==> config.mk <==
export PLATFORM = sky130hd
export DESIGN_NAME = bootdata_host_tx
export DESIGN_NICKNAME = d
export VERILOG_FILES = /design/src/rtl/bootdata_pkg.sv /design/src/rtl/bootdata_packer.sv /design/src/rtl/bootdata_host_tx.sv
export SDC_FILE = /design/constraint.sdc
export NUM_CORES = 1
export LEC_CHECK = 0
export CAP_MARGIN = 20
export CORE_MARGIN = 2
export CORE_UTILIZATION = 55
export DETAILED_ROUTE_END_ITERATION = 16
export GPL_ROUTABILITY_DRIVEN = 0
export PLACE_DENSITY = 0.91
export RECOVER_POWER = 25
export SETUP_SLACK_MARGIN = 0.3
export SLEW_MARGIN = 30
export SYNTH_ARGS = -nofsm -noshare
export SYNTH_HDL_FRONTEND = slang
export SYNTH_HIERARCHICAL = 1
export SYNTH_SLANG_ARGS = --single-unit
==> constraint.sdc <==
create_clock -name clk -period 4.46 [get_ports clk]
set_input_delay 0.892 -clock clk [delete_from_list [all_inputs] [get_ports clk]]
set_output_delay 0.892 -clock clk [all_outputs]
set_load 0.01 [all_outputs]
==> src/rtl/bootdata_pkg.sv <==
// bootdata_pkg
//   Shared definitions for the host-side ROM boot-data transmitter.
//   - state_t      : handshake FSM encoding (IDLE=0, REQ=1, REL=2)
//   - PAD_BYTE_DEF : default filler for unused lanes of a partial word
//   - LANE_W/LANES : lane counter width and lanes per 32-bit word
//   Byte order: little-endian; byte k of a word sits on bits [8k+7:8k].
package bootdata_pkg;

    typedef enum logic [1:0] {
        IDLE = 2'd0,
        REQ  = 2'd1,
        REL  = 2'd2
    } state_t;

    localparam logic [7:0]  PAD_BYTE_DEF = 8'hFF;
    localparam int unsigned LANE_W       = 2;
    localparam int unsigned LANES        = 4;

endpackage

==> src/rtl/bootdata_packer.sv <==
// bootdata_packer
//   Packs accepted bytes little-endian into 32-bit words and parks each
//   completed word in a single pending register until the FSM takes it.
//   Ports:
//     clk, rst    : clock, synchronous active-high reset
//     flush       : drop partial word and pending word (same effect as rst)
//     in_data     : byte to write
//     wr_en       : write in_data into the current lane
//     wr_last     : this byte closes the word (final byte of the image)
//     take        : FSM consumes the pending word this cycle
//     lane        : current lane 0..3
//     pend        : a completed word is waiting
//     pend_word   : the waiting word
//     pend_last   : the waiting word carried the final image byte
//     word_done   : a word completes on this edge
import bootdata_pkg::*;

module bootdata_packer #(
    parameter logic [7:0] PAD_BYTE = PAD_BYTE_DEF
) (
    input  logic              clk,
    input  logic              rst,
    input  logic              flush,
    input  logic [7:0]        in_data,
    input  logic              wr_en,
    input  logic              wr_last,
    input  logic              take,
    output logic [LANE_W-1:0] lane,
    output logic              pend,
    output logic [31:0]       pend_word,
    output logic              pend_last,
    output logic              word_done
);

    logic [31:0] pack;
    logic [31:0] merged;

    // Pack register with the incoming byte already placed in its lane.
    always_comb begin
        merged = pack;
        merged[{lane, 3'b000} +: 8] = in_data;
    end

    assign word_done = wr_en && ((lane == 2'd3) || wr_last);

    always_ff @(posedge clk) begin
        if (rst || flush) begin
            lane      <= '0;
            pack      <= {LANES{PAD_BYTE}};
            pend      <= 1'b0;
            pend_word <= '0;
            pend_last <= 1'b0;
        end else begin
            if (take)
                pend <= 1'b0;
            if (word_done) begin
                pend_word <= merged;
                pend_last <= wr_last;
                pend      <= 1'b1;
                lane      <= '0;
                pack      <= {LANES{PAD_BYTE}};
            end else if (wr_en) begin
                pack[{lane, 3'b000} +: 8] <= in_data;
                lane <= lane + 2'd1;
            end
        end
    end

endmodule

==> src/rtl/bootdata_host_tx.sv <==
// bootdata_host_tx
//   Host-side transmitter for the 32-bit ROM boot-data channel. Packs the
//   host byte stream into words and delivers each over a four-phase
//   req/ack handshake (host_bootdata / host_bootdata_req / _ack).
//   Optional feature macro: BOOTDATA_TIMEOUT_EN (ack wait limit).
//   Ports:
//     clk, rst           : clock, synchronous active-high reset
//     in_data/valid/last : host byte stream, in_ready back-pressure
//     host_bootdata      : word to core (byte k on bits [8k+7:8k])
//     host_bootdata_req  : four-phase request; host_bootdata_ack from core
//     words_sent         : words whose ack fall has been observed
//     busy               : word pending, partial word, or handshake active
//     done               : sticky, final word handshaken
//     overflow           : sticky, byte dropped beyond MAX_WORDS
//     timeout_err        : sticky ack timeout (tied 0 without the macro)
import bootdata_pkg::*;

module bootdata_host_tx #(
    parameter int unsigned MAX_WORDS   = 16384,
    parameter int unsigned WCNT_W      = 15,
    parameter logic [7:0]  PAD_BYTE    = 8'hFF
`ifdef BOOTDATA_TIMEOUT_EN
    ,
    parameter int unsigned TIMEOUT_CYC = 65535
`endif
) (
    input  logic              clk,
    input  logic              rst,
    input  logic [7:0]        in_data,
    input  logic              in_valid,
    input  logic              in_last,
    output logic              in_ready,
    output logic [31:0]       host_bootdata,
    output logic              host_bootdata_req,
    input  logic              host_bootdata_ack,
    output logic [WCNT_W-1:0] words_sent,
    output logic              busy,
    output logic              done,
    output logic              overflow,
    output logic              timeout_err
);

    state_t              state;
    logic                inflight_last;
    logic [WCNT_W-1:0]   words_made;
    logic                at_limit;
    logic                stream_off;
    logic                discard;
    logic                accept;
    logic                wr_en;
    logic                take;
    logic                flush;
    logic [LANE_W-1:0]   lane;
    logic                pend;
    logic [31:0]         pend_word;
    logic                pend_last;
    logic                word_done;

    // words_made counts words produced (sent + pending + in flight).
    assign at_limit = (words_made == WCNT_W'(MAX_WORDS));
    // In discard mode bytes are still accepted but never reach the packer.
    assign discard  = done || at_limit || stream_off;
    assign in_ready = discard || !pend;
    assign accept   = in_valid && in_ready;
    assign wr_en    = accept && !discard && !flush;
    assign take     = (state == IDLE) && pend;
    assign busy     = pend || (state != IDLE) || (lane != '0);

    bootdata_packer #(
        .PAD_BYTE (PAD_BYTE)
    ) u_packer (
        .clk       (clk),
        .rst       (rst),
        .flush     (flush),
        .in_data   (in_data),
        .wr_en     (wr_en),
        .wr_last   (in_last),
        .take      (take),
        .lane      (lane),
        .pend      (pend),
        .pend_word (pend_word),
        .pend_last (pend_last),
        .word_done (word_done)
    );

`ifdef BOOTDATA_TIMEOUT_EN
    logic [15:0] tcnt;
    logic        timeout_hit;
    assign timeout_hit = (state != IDLE) && (tcnt == 16'(TIMEOUT_CYC - 1));
    assign flush       = timeout_hit;
`else
    assign flush       = 1'b0;
    assign stream_off  = 1'b0;
    assign timeout_err = 1'b0;
`endif

    always_ff @(posedge clk) begin
        if (rst) begin
            state             <= IDLE;
            host_bootdata     <= '0;
            host_bootdata_req <= 1'b0;
            inflight_last     <= 1'b0;
            words_sent        <= '0;
            words_made        <= '0;
            done              <= 1'b0;
            overflow          <= 1'b0;
`ifdef BOOTDATA_TIMEOUT_EN
            tcnt              <= '0;
            timeout_err       <= 1'b0;
            stream_off        <= 1'b0;
`endif
        end else begin
            if (word_done)
                words_made <= words_made + WCNT_W'(1);
            if (accept && at_limit && !done && !stream_off) begin
                overflow <= 1'b1;
                // The final byte still ends the load even though it is dropped.
                if (in_last)
                    done <= 1'b1;
            end
`ifdef BOOTDATA_TIMEOUT_EN
            tcnt <= (state == IDLE) ? '0 : tcnt + 16'd1;
`endif
            unique case (state)
                IDLE: begin
                    if (pend) begin
                        host_bootdata     <= pend_word;
                        inflight_last     <= pend_last;
                        host_bootdata_req <= 1'b1;
                        state             <= REQ;
                    end
                end
                REQ: begin
                    if (host_bootdata_ack) begin
                        host_bootdata_req <= 1'b0;
                        state             <= REL;
`ifdef BOOTDATA_TIMEOUT_EN
                        tcnt              <= '0;
`endif
                    end
                end
                REL: begin
                    if (!host_bootdata_ack) begin
                        words_sent <= words_sent + WCNT_W'(1);
                        if (inflight_last)
                            done <= 1'b1;
                        state <= IDLE;
                    end
                end
                default: state <= IDLE;
            endcase
`ifdef BOOTDATA_TIMEOUT_EN
            // Timeout overrides whatever the handshake did this cycle.
            if (timeout_hit) begin
                timeout_err       <= 1'b1;
                stream_off        <= 1'b1;
                host_bootdata_req <= 1'b0;
                state             <= IDLE;
            end
`endif
        end
    end

endmodule

### Word-level counts from Yosys, hierarchy flattened

Cells that the tools add are included.

* shifts and indexed selects: 2
* eq/ne operators: 7
* bitwise operators: 1
* mux-type cells: 15
* add/sub/neg operators: 4
* reductions and logical operators: 24

Operators with widths (number)
* $bwmux W32: 1
* $shift A8 B7 Y32 const A: 1
* $shiftx A8 B7 Y32: 1
* $add A15 B1 Y15 const B: 2
* $eq A15 B15 Y1 const B: 1
* $mux W1: 9
* $reduce_bool A2 Y1: 4
* $neg A5 Y7: 1
* $logic_and A1 B1 Y1: 6
* $mux W2: 3
* $pmux W2 S3: 1
* $reduce_and A3 Y1: 2
* $logic_or A1 B1 Y1: 5
* $eq A2 B2 Y1 const B: 2
* $ne A2 B2 Y1 const B: 2
* $reduce_and A2 Y1: 2
* $logic_not A1 Y1: 3
* $add A2 B1 Y2 const B: 1
* $eq A2 B1 Y1 const B: 1
* $logic_not A2 Y1: 1
* $ne A2 B1 Y1 const B: 1
* $pmux W1 S2: 1
* $reduce_or A2 Y1: 1
* $not A1 Y1: 1

* word-level logic and storage cells: 66
* output and inout port bits: 53
* bits in registers: 136

### Logic depth before layout (Yosys ltp)

Gate-level depths: netlist of run 1.

* depth in word-level cells: 10
* gate-level depth with buffers: 15
* mapped depth without buffers: 11

### By module

The synthesis of run 1 kept the hierarchy.

Modules (own cells, without submodules)
* bootdata_host_tx: seq. area each 1361.3 um2, instances 1, area each 2753.9 um2, cells an instance 328
* bootdata_packer: seq. area each 1361.3 um2, instances 1, area each 2722.6 um2, cells an instance 271

### Worst setup path after synthesis of run 1

Ideal clock, no wire load.

* path type: register -> register
* from: register words_made[0]
* to: register words_made[11]
* cell stages (with the launch flop): 16
* path slack: 1.544 ns
* data required time: 4.389 ns
* period minus slack after synthesis: 2.916 ns
* data arrival time: 2.846 ns
* path through: dfxtp_1 > inv_1 > ha_1 > nor4b_1 > and4_1 > nor4b_1 > buf_2 > o21ai_4 > inv_2 > buf_2 > buf_2 > and3_1 > buf_2 > nand3_1 > or4_1 > a21oi_1

* word-level cells in the longest chain between the ends: 6
* elaborated cells on any way between the ends: 8
* classes of those cells: add/sub (1); eq/ne (1); reduce/logical (6)

RTL lines
* start: declaration: RTL line bootdata_host_tx.sv:45 `logic [WCNT_W-1:0] words_made;`
* start signal: assignment: RTL line bootdata_host_tx.sv:114 `words_made <= words_made + WCNT_W'(1);`
* $eq A15 B15 Y1 (*): RTL line bootdata_host_tx.sv:60 `assign at_limit = (words_made == WCNT_W'(MAX_WORDS));`
* $logic_or A1 B1 Y1 (*): RTL line bootdata_host_tx.sv:62 `assign discard = done || at_limit || stream_off;`
* $logic_or A1 B1 Y1: RTL line bootdata_host_tx.sv:63 `assign in_ready = discard || !pend;`
* $logic_and A1 B1 Y1: RTL line bootdata_host_tx.sv:64 `assign accept = in_valid && in_ready;`
* $logic_and A1 B1 Y1 (*): RTL line bootdata_host_tx.sv:65 `assign wr_en = accept && !discard && !flush;`
* net wr_en: RTL line bootdata_host_tx.sv:50 `logic wr_en;`
* $logic_and A1 B1 Y1 (*): RTL line bootdata_packer.sv:44 `assign word_done = wr_en && ((lane == 2'd3) || wr_last);`
* net word_done: RTL line bootdata_host_tx.sv:57 `logic word_done;`

The timed path passes the listed nets; every way through them passes the cells marked *.
A chain may end at the register's enable or synchronous reset.

### Final worst setup path of run 1

* from: register words_made[0]
* to: register words_made[13]

The elaborated chain is that of the path after synthesis.

==> results.py, run 1 <==
metrics = {
    "job": {
        "drv_cap": 1,
    },
    "setup_path": {
        "arrival_ps": 3800,
        "crit_chain": "inv_1 > ha_1 > nor4b_1 > and4_1 > nor4b_2 > buf_4 > o21ai_4 > inv_2 > and3_1 > nand3_1 > or4_1 > a21oi_1",
        "crit_required_ps": 4890,
        "critPathKind": "reg -> reg",
        "path_max_fanout": 29,
        "worst_setup_path_end_kind": "flop",
        "crit_slowest_cell": "or4_1",
        "slowest_delay_ps": 450,
        "start_kind": "flop",
    },
    "timing": {
        "worstMarginPinSlew_ps": 1900,
        "fin_crit_sh": 0.756,
        "fmax_mhz": 296,
        "holdWs_ps": 443,
        "min_period_ps": 3370,
        "layout_setup_ws_ps": 1090,
        "finalClockSkew_ps": 8.34,
        "tns_ps": 0,
        "setup_viol": 0,
        "hold_violations": 0,
        "rsz0062_at_grt": "no",
        "slew_violations": 46,
        "slew_headroom": -0.270,
    },
    "clock_network": {
        "clock_sinks": 136,
        "htreeDepth": 4,
        "postCtsResizedCells": 0,
        "path_clk_slew_ps": 60,
        "post_cts_buffers": 0,
        "cts-root-buf": "clkbuf_8",
        "holdBufCountCts": 0,
        "cts_buffer_depth": 2,
        "insertion_delay_ps": 530,
        "cts_tree": "yes",
        "cts_buffers": 17,
    },
    "yosys": {
        "yosys.area.top_type_share": 0.497,
        "ys.flop_type": "dfxtp_1",
        "ys_types": 55,
        "synthTopCellsByCount": "dfxtp_1 (136), nand2_1 (91), a21oi_1 (69), nor2_1 (38), o21ai_0 (35)",
        "ys_ff_latch": 136,
        "syn_inst": 599,
        "synth_area_leader_cell": "dfxtp_1",
        "async_flop_share": 0,
        "ys_top_cells_by_area": "dfxtp_1 (50%), a21oi_1 (6.3%), nand2_1 (6.2%)",
        "yosysSeqAreaShare": 0.497,
        "yosysMostFrequentCell": "dfxtp_1",
        "synth_edf_count": 0,
        "avgSynthCellArea_um2": 9.14,
        "synth_warnings": 6,
        "synth_area_um2": 5480,
    },
    "detailed_routing": {
        "drtIter0Drc": 383,
        "dr.pass1.iters": 5,
        "viasPerCell": 6.06,
        "wl_per_cell_um": 17.0,
        "wirelength_mm": 13.6,
        "drcViolationCount": 0,
        "ant_nets": 0,
        "vias": 4833,
    },
    "cells_and_area": {
        "fin_nets": 673,
        "seqCellArea_um2": 2720,
        "design_area_um2": 6740,
        "drive_above_1_share": 0.0962,
        "multiInputGateArea_um2": 2540,
        "n_antenna_cell": 0,
        "nFillCells": 709,
        "area_growth_pct": 23.0,
    },
    "floorplan": {
        "num_rows": 36,
        "die-area_um2": 10800,
        "die_h_um": 104,
        "die_w_um": 104,
        "ios": 66,
        "core_area_um2": 9730,
        "initial_utilization": 0.563,
    },
    "global_route": {
        "grtUsageTotal": 0.255,
        "grt_first_pass_wirelength_mm": 22.3,
        "grt_max_degree": 46,
        "grt_overflow_total": 0,
        "grt_pass1_vias": 4662,
        "antenna_found_initial": 0,
    },
    "pwr": {
        "leakage_nw": 2.40,
        "peakVddDrop_mv": 0.293,
        "p_per_area_nw_per_um2": 412,
    },
    "run_status": {
        "status": "finished, violations left",
        "violations": "capacitance limit, slew limit",
    },
    "placed_design": {
        "place_ws_ps": 925,
        "post-dp-hpwl_mm": 8.78,
        "placedInstanceArea_um2": 6150,
        "io_buffers": 64,
    },
    "hold_path": {
        "hold_path.class": "reg -> reg",
    },
}
==> metal layers <==
layer,global-route usage,share of wire,up-vias
met5,0,0,-
li1,-,-,2266
met2,0.456,0.51,215
met3,0.0503,0.062,24
met1,0.293,0.41,2328
met4,0.118,0.017,0
==> metrics by stage <==
step / power (mW) / cells / utilization
after floorplan: 1.36 / 601 / -
after global placement: 1.41 / 766 / 0.632
after detailed placement: 1.41 / 766 / 0.632
after CTS: 2.78 / 798 / 0.693
after global routing: 2.84 / 798 / 0.692
final: 2.78 / 798 / 0.692
==> cell type report <==
type | instances | share of cell area
sequential | 136 | 0.404
inverter | 13 | 0.00724
clock buffer | 18 | 0.0635
multi-input combinational | 415 | 0.377
clock inverter | 14 | 0.0241
tap | 133 | 0.0247
timing repair buffer | 69 | 0.0992
==> report_power, final <==
part           internal [mW]  switching [mW]
combinational         0.0481          0.0943
clock                  0.824           0.558
sequential              1.24          0.0150
total                   2.11           0.668
==> logic make-up (layout without fill, tap and decap cells) <==
group | count (synthesis) | after routing | share of synthesized area
other cells | 1 | 3 | 0.000685
compound gates | 161 | 161 | 0.192
fa+ha+maj | 8 | 8 | 0.0183
flops | 136 | 136 | 0.497
mux | 3 | 3 | 0.00571
xor+xnor | 21 | 21 | 0.0336
simple gates | 219 | 219 | 0.211
buf+inv | 50 | 114 | 0.0416
==> registers in the layout, summed over array words and instances, names as in the netlist, 2 cells and up <==
register and cells:
host_bootdata 32, u_packer/lane 2, words_sent 15, words_made 15, u_packer/pend_word 32, state 2, u_packer/pack 32
==> layout by cell type, fill, tap and decap left out, drive strengths merged, types with 10 or more instances in the layout <==
master           n
nand3           14
clkbuf          20
nand2           93
dfxtp          136
nor2            38
clkdlybuf4s50   63
xor2            13
a32oi           10
a21oi           69
nand4           16
a221o           27
o21ai           36
inv             17
==> worst max-delay path, delay by kind of cell (launching register included) <==
family / cells / cell delay [ps]
adders and majority gates: 1 / 210
AOI/OAI and AO/OA: 2 / 350
and+or+nand+nor: 6 / 1610
buffers and inverters: 3 / 700
DFF: 1 / 390
==> worst paths after layout <==
kind / start / to / slack (ps) / depth (start not counted)
min reg2reg: u_packer/pack[31] / u_packer/pack[31] / 440 / 2
max: words_made[0] / words_made[13] / 1090 / 12
max reg2reg: words_made[0] / words_made[13] / 1090 / 12
min: u_packer/pack[31] / u_packer/pack[31] / 440 / 2
Note: power is estimated with default switching activity, not from simulation.
==> inputs of run 2 (changes only) <==
==> constraint.sdc (replaced) <==
create_clock -name clk -period 3.2 [get_ports clk]
set_input_delay 0.64 -clock clk [delete_from_list [all_inputs] [get_ports clk]]
set_output_delay 0.64 -clock clk [all_outputs]
set_load 0.01 [all_outputs]
==> results.py, run 2 (synthesized netlist as in run 1, its figures left out) <==
metrics = {
    "timing": {
        "finalClockSkew_ps": 9.28,
        "min_period_ps": 2640,
        "worstMarginPinSlew_ps": 1390,
        "slew_violations": 0,
        "slew_headroom": 0.0706,
        "tns_ps": 0,
        "rsz0062_at_grt": "no",
        "fmax_mhz": 379,
        "fin_crit_sh": 0.825,
        "setup_viol": 0,
        "layout_setup_ws_ps": 561,
        "hold_violations": 0,
    },
    "cells_and_area": {
        "drive_above_1_share": 0.0988,
        "fin_nets": 676,
        "design_area_um2": 6740,
        "top_regs": "host_bootdata: 32 flops, u_packer/pack: 32 flops, u_packer/pend_word: 32 flops",
        "layout_commonest_cell": "dfxtp_1",
        "most-common-layout-cells": "dfxtp_1 (136), nand2_1 (91), a21oi_1 (69)",
        "area_growth_pct": 23.1,
        "n_antenna_cell": 0,
    },
    "setup_path": {
        "reg2reg_from": "words_made[0]",
        "slowest_delay_ps": 340,
        "arrival_ps": 2000,
        "worst_setup_path_end_kind": "output port",
        "critPathKind": "reg -> out",
        "crit_chain": "inv_1 > ha_1 > nor4b_1 > and4_1 > nand3b_1 > dlygate4sd2_1",
        "crit_required_ps": 2560,
        "crit_slowest_cell": "dfxtp_1",
        "path_max_fanout": 4,
        "start_kind": "flop",
        "setup.worst_path.start": "words_made[0]",
    },
    "pwr": {
        "peakVddDrop_mv": 0.471,
        "p_per_area_nw_per_um2": 571,
        "leakage_nw": 2.40,
        "power_mw": 3.85,
    },
    "global_route": {
        "grt_max_degree": 70,
        "grt_pass1_vias": 4763,
        "grt_first_pass_wirelength_mm": 22.8,
        "grt_overflow_total": 0,
        "antenna_found_initial": 0,
        "grtUsageTotal": 0.261,
    },
    "detailed_routing": {
        "wirelength_mm": 13.8,
        "dr.pass1.iters": 5,
        "top_layer_used": "met4",
        "wl_met3_um": 851,
        "wl_per_cell_um": 17.3,
        "drtIter0Drc": 455,
        "dr_wl_met2_mm": 7.09,
        "drcViolationCount": 0,
        "vias": 4863,
        "ant_nets": 0,
        "drt-met1-wl_mm": 5.68,
        "viasPerCell": 6.07,
    },
    "clock_network": {
        "htreeDepth": 4,
        "insertion_delay_ps": 530,
        "path_clk_slew_ps": 60,
        "clock_sinks": 136,
        "cts-root-buf": "clkbuf_8",
        "holdBufCountCts": 0,
        "cts_buffer_depth": 2,
        "cts_buffers": 17,
        "cts_tree": "yes",
    },
    "job": {
        "drv_cap": 0,
    },
    "floorplan": {
        "die_h_um": 104,
        "num_rows": 36,
        "core_area_um2": 9730,
        "die-area_um2": 10800,
        "die_w_um": 104,
        "initial_utilization": 0.563,
        "ios": 66,
    },
    "placed_design": {
        "post-dp-hpwl_mm": 8.84,
        "place_ws_ps": 424,
        "placedInstanceArea_um2": 6170,
        "io_buffers": 64,
    },
    "hold_path": {
        "worstHoldStart": "u_packer/pack[24]",
        "hold_path.class": "reg -> reg",
    },
    "run_status": {
        "status": "finished clean",
    },
}
## run 2: cell count changes in the layout (fill, tap and decap cells not counted), sizes merged
| cell | delta |
|---|---|
| inv | -6 |
| clkbuf | +4 |
| buf | +2 |
| clkdlybuf4s50 | -2 |
| clkinv | +2 |
| clkinvlp | +1 |
| dlygate4sd2 | +1 |
| dlygate4sd3 | +1 |
## run 2: worst paths after layout
kind         depth (start not counted)  slack [ps]                     end
max                                  6         560                in_ready
min                                  1         450       u_packer/pack[24]
max reg2reg                         10         570  u_packer/pend_word[24]
min reg2reg                          1         450       u_packer/pack[24]
## run 2: timing repair
item | 4_1_cts | 5_1_grt
gates resized for setup | 1 | 0
setup buffers | 0 | 0
endpoints found under the setup margin | 1 | 0
## run 2: per-layer routing
metal  global-route usage  up-vias
li1                     -     2269
met3               0.0654       26
met1                0.308     2355
met2                0.458      213
met4               0.0956        0
met5                    0        -
## run 2: stage by stage
step                       util  hold WS, ps  std cells
after floorplan               -          407        601
after CTS                 0.695          445        801
after global routing      0.693          469        801
after detailed placement  0.635          424        769
after global placement    0.635          419        769
final                     0.693          448        801
## run 2: power by group
part	total, mW	internal, mW	leakage [nW]	switching, mW
clock network	1.91	1.19	0.290	0.722
registers	1.74	1.72	1.10	0.0212
logic	0.199	0.0676	1.01	0.131
## run 2: worst max-delay path, delay by kind of cell (launching register included)
family | cells | cell delay, ps
buf+inv | 2 | 350
flops | 1 | 340
simple gates | 3 | 650
fa+ha+maj | 1 | 150
## run 2: cell type report
| cell class | count | area, um2 |
|---|---|---|
| Tap cell | 133 | 166 |
| Sequential cell | 136 | 2720 |
| Multi-Input combinational cell | 415 | 2530 |
| Timing Repair Buffer | 72 | 687 |
| Fill cell | 711 | 2990 |
| Clock buffer | 21 | 469 |
| Clock inverter | 11 | 121 |
| Inverter | 13 | 48.8 |
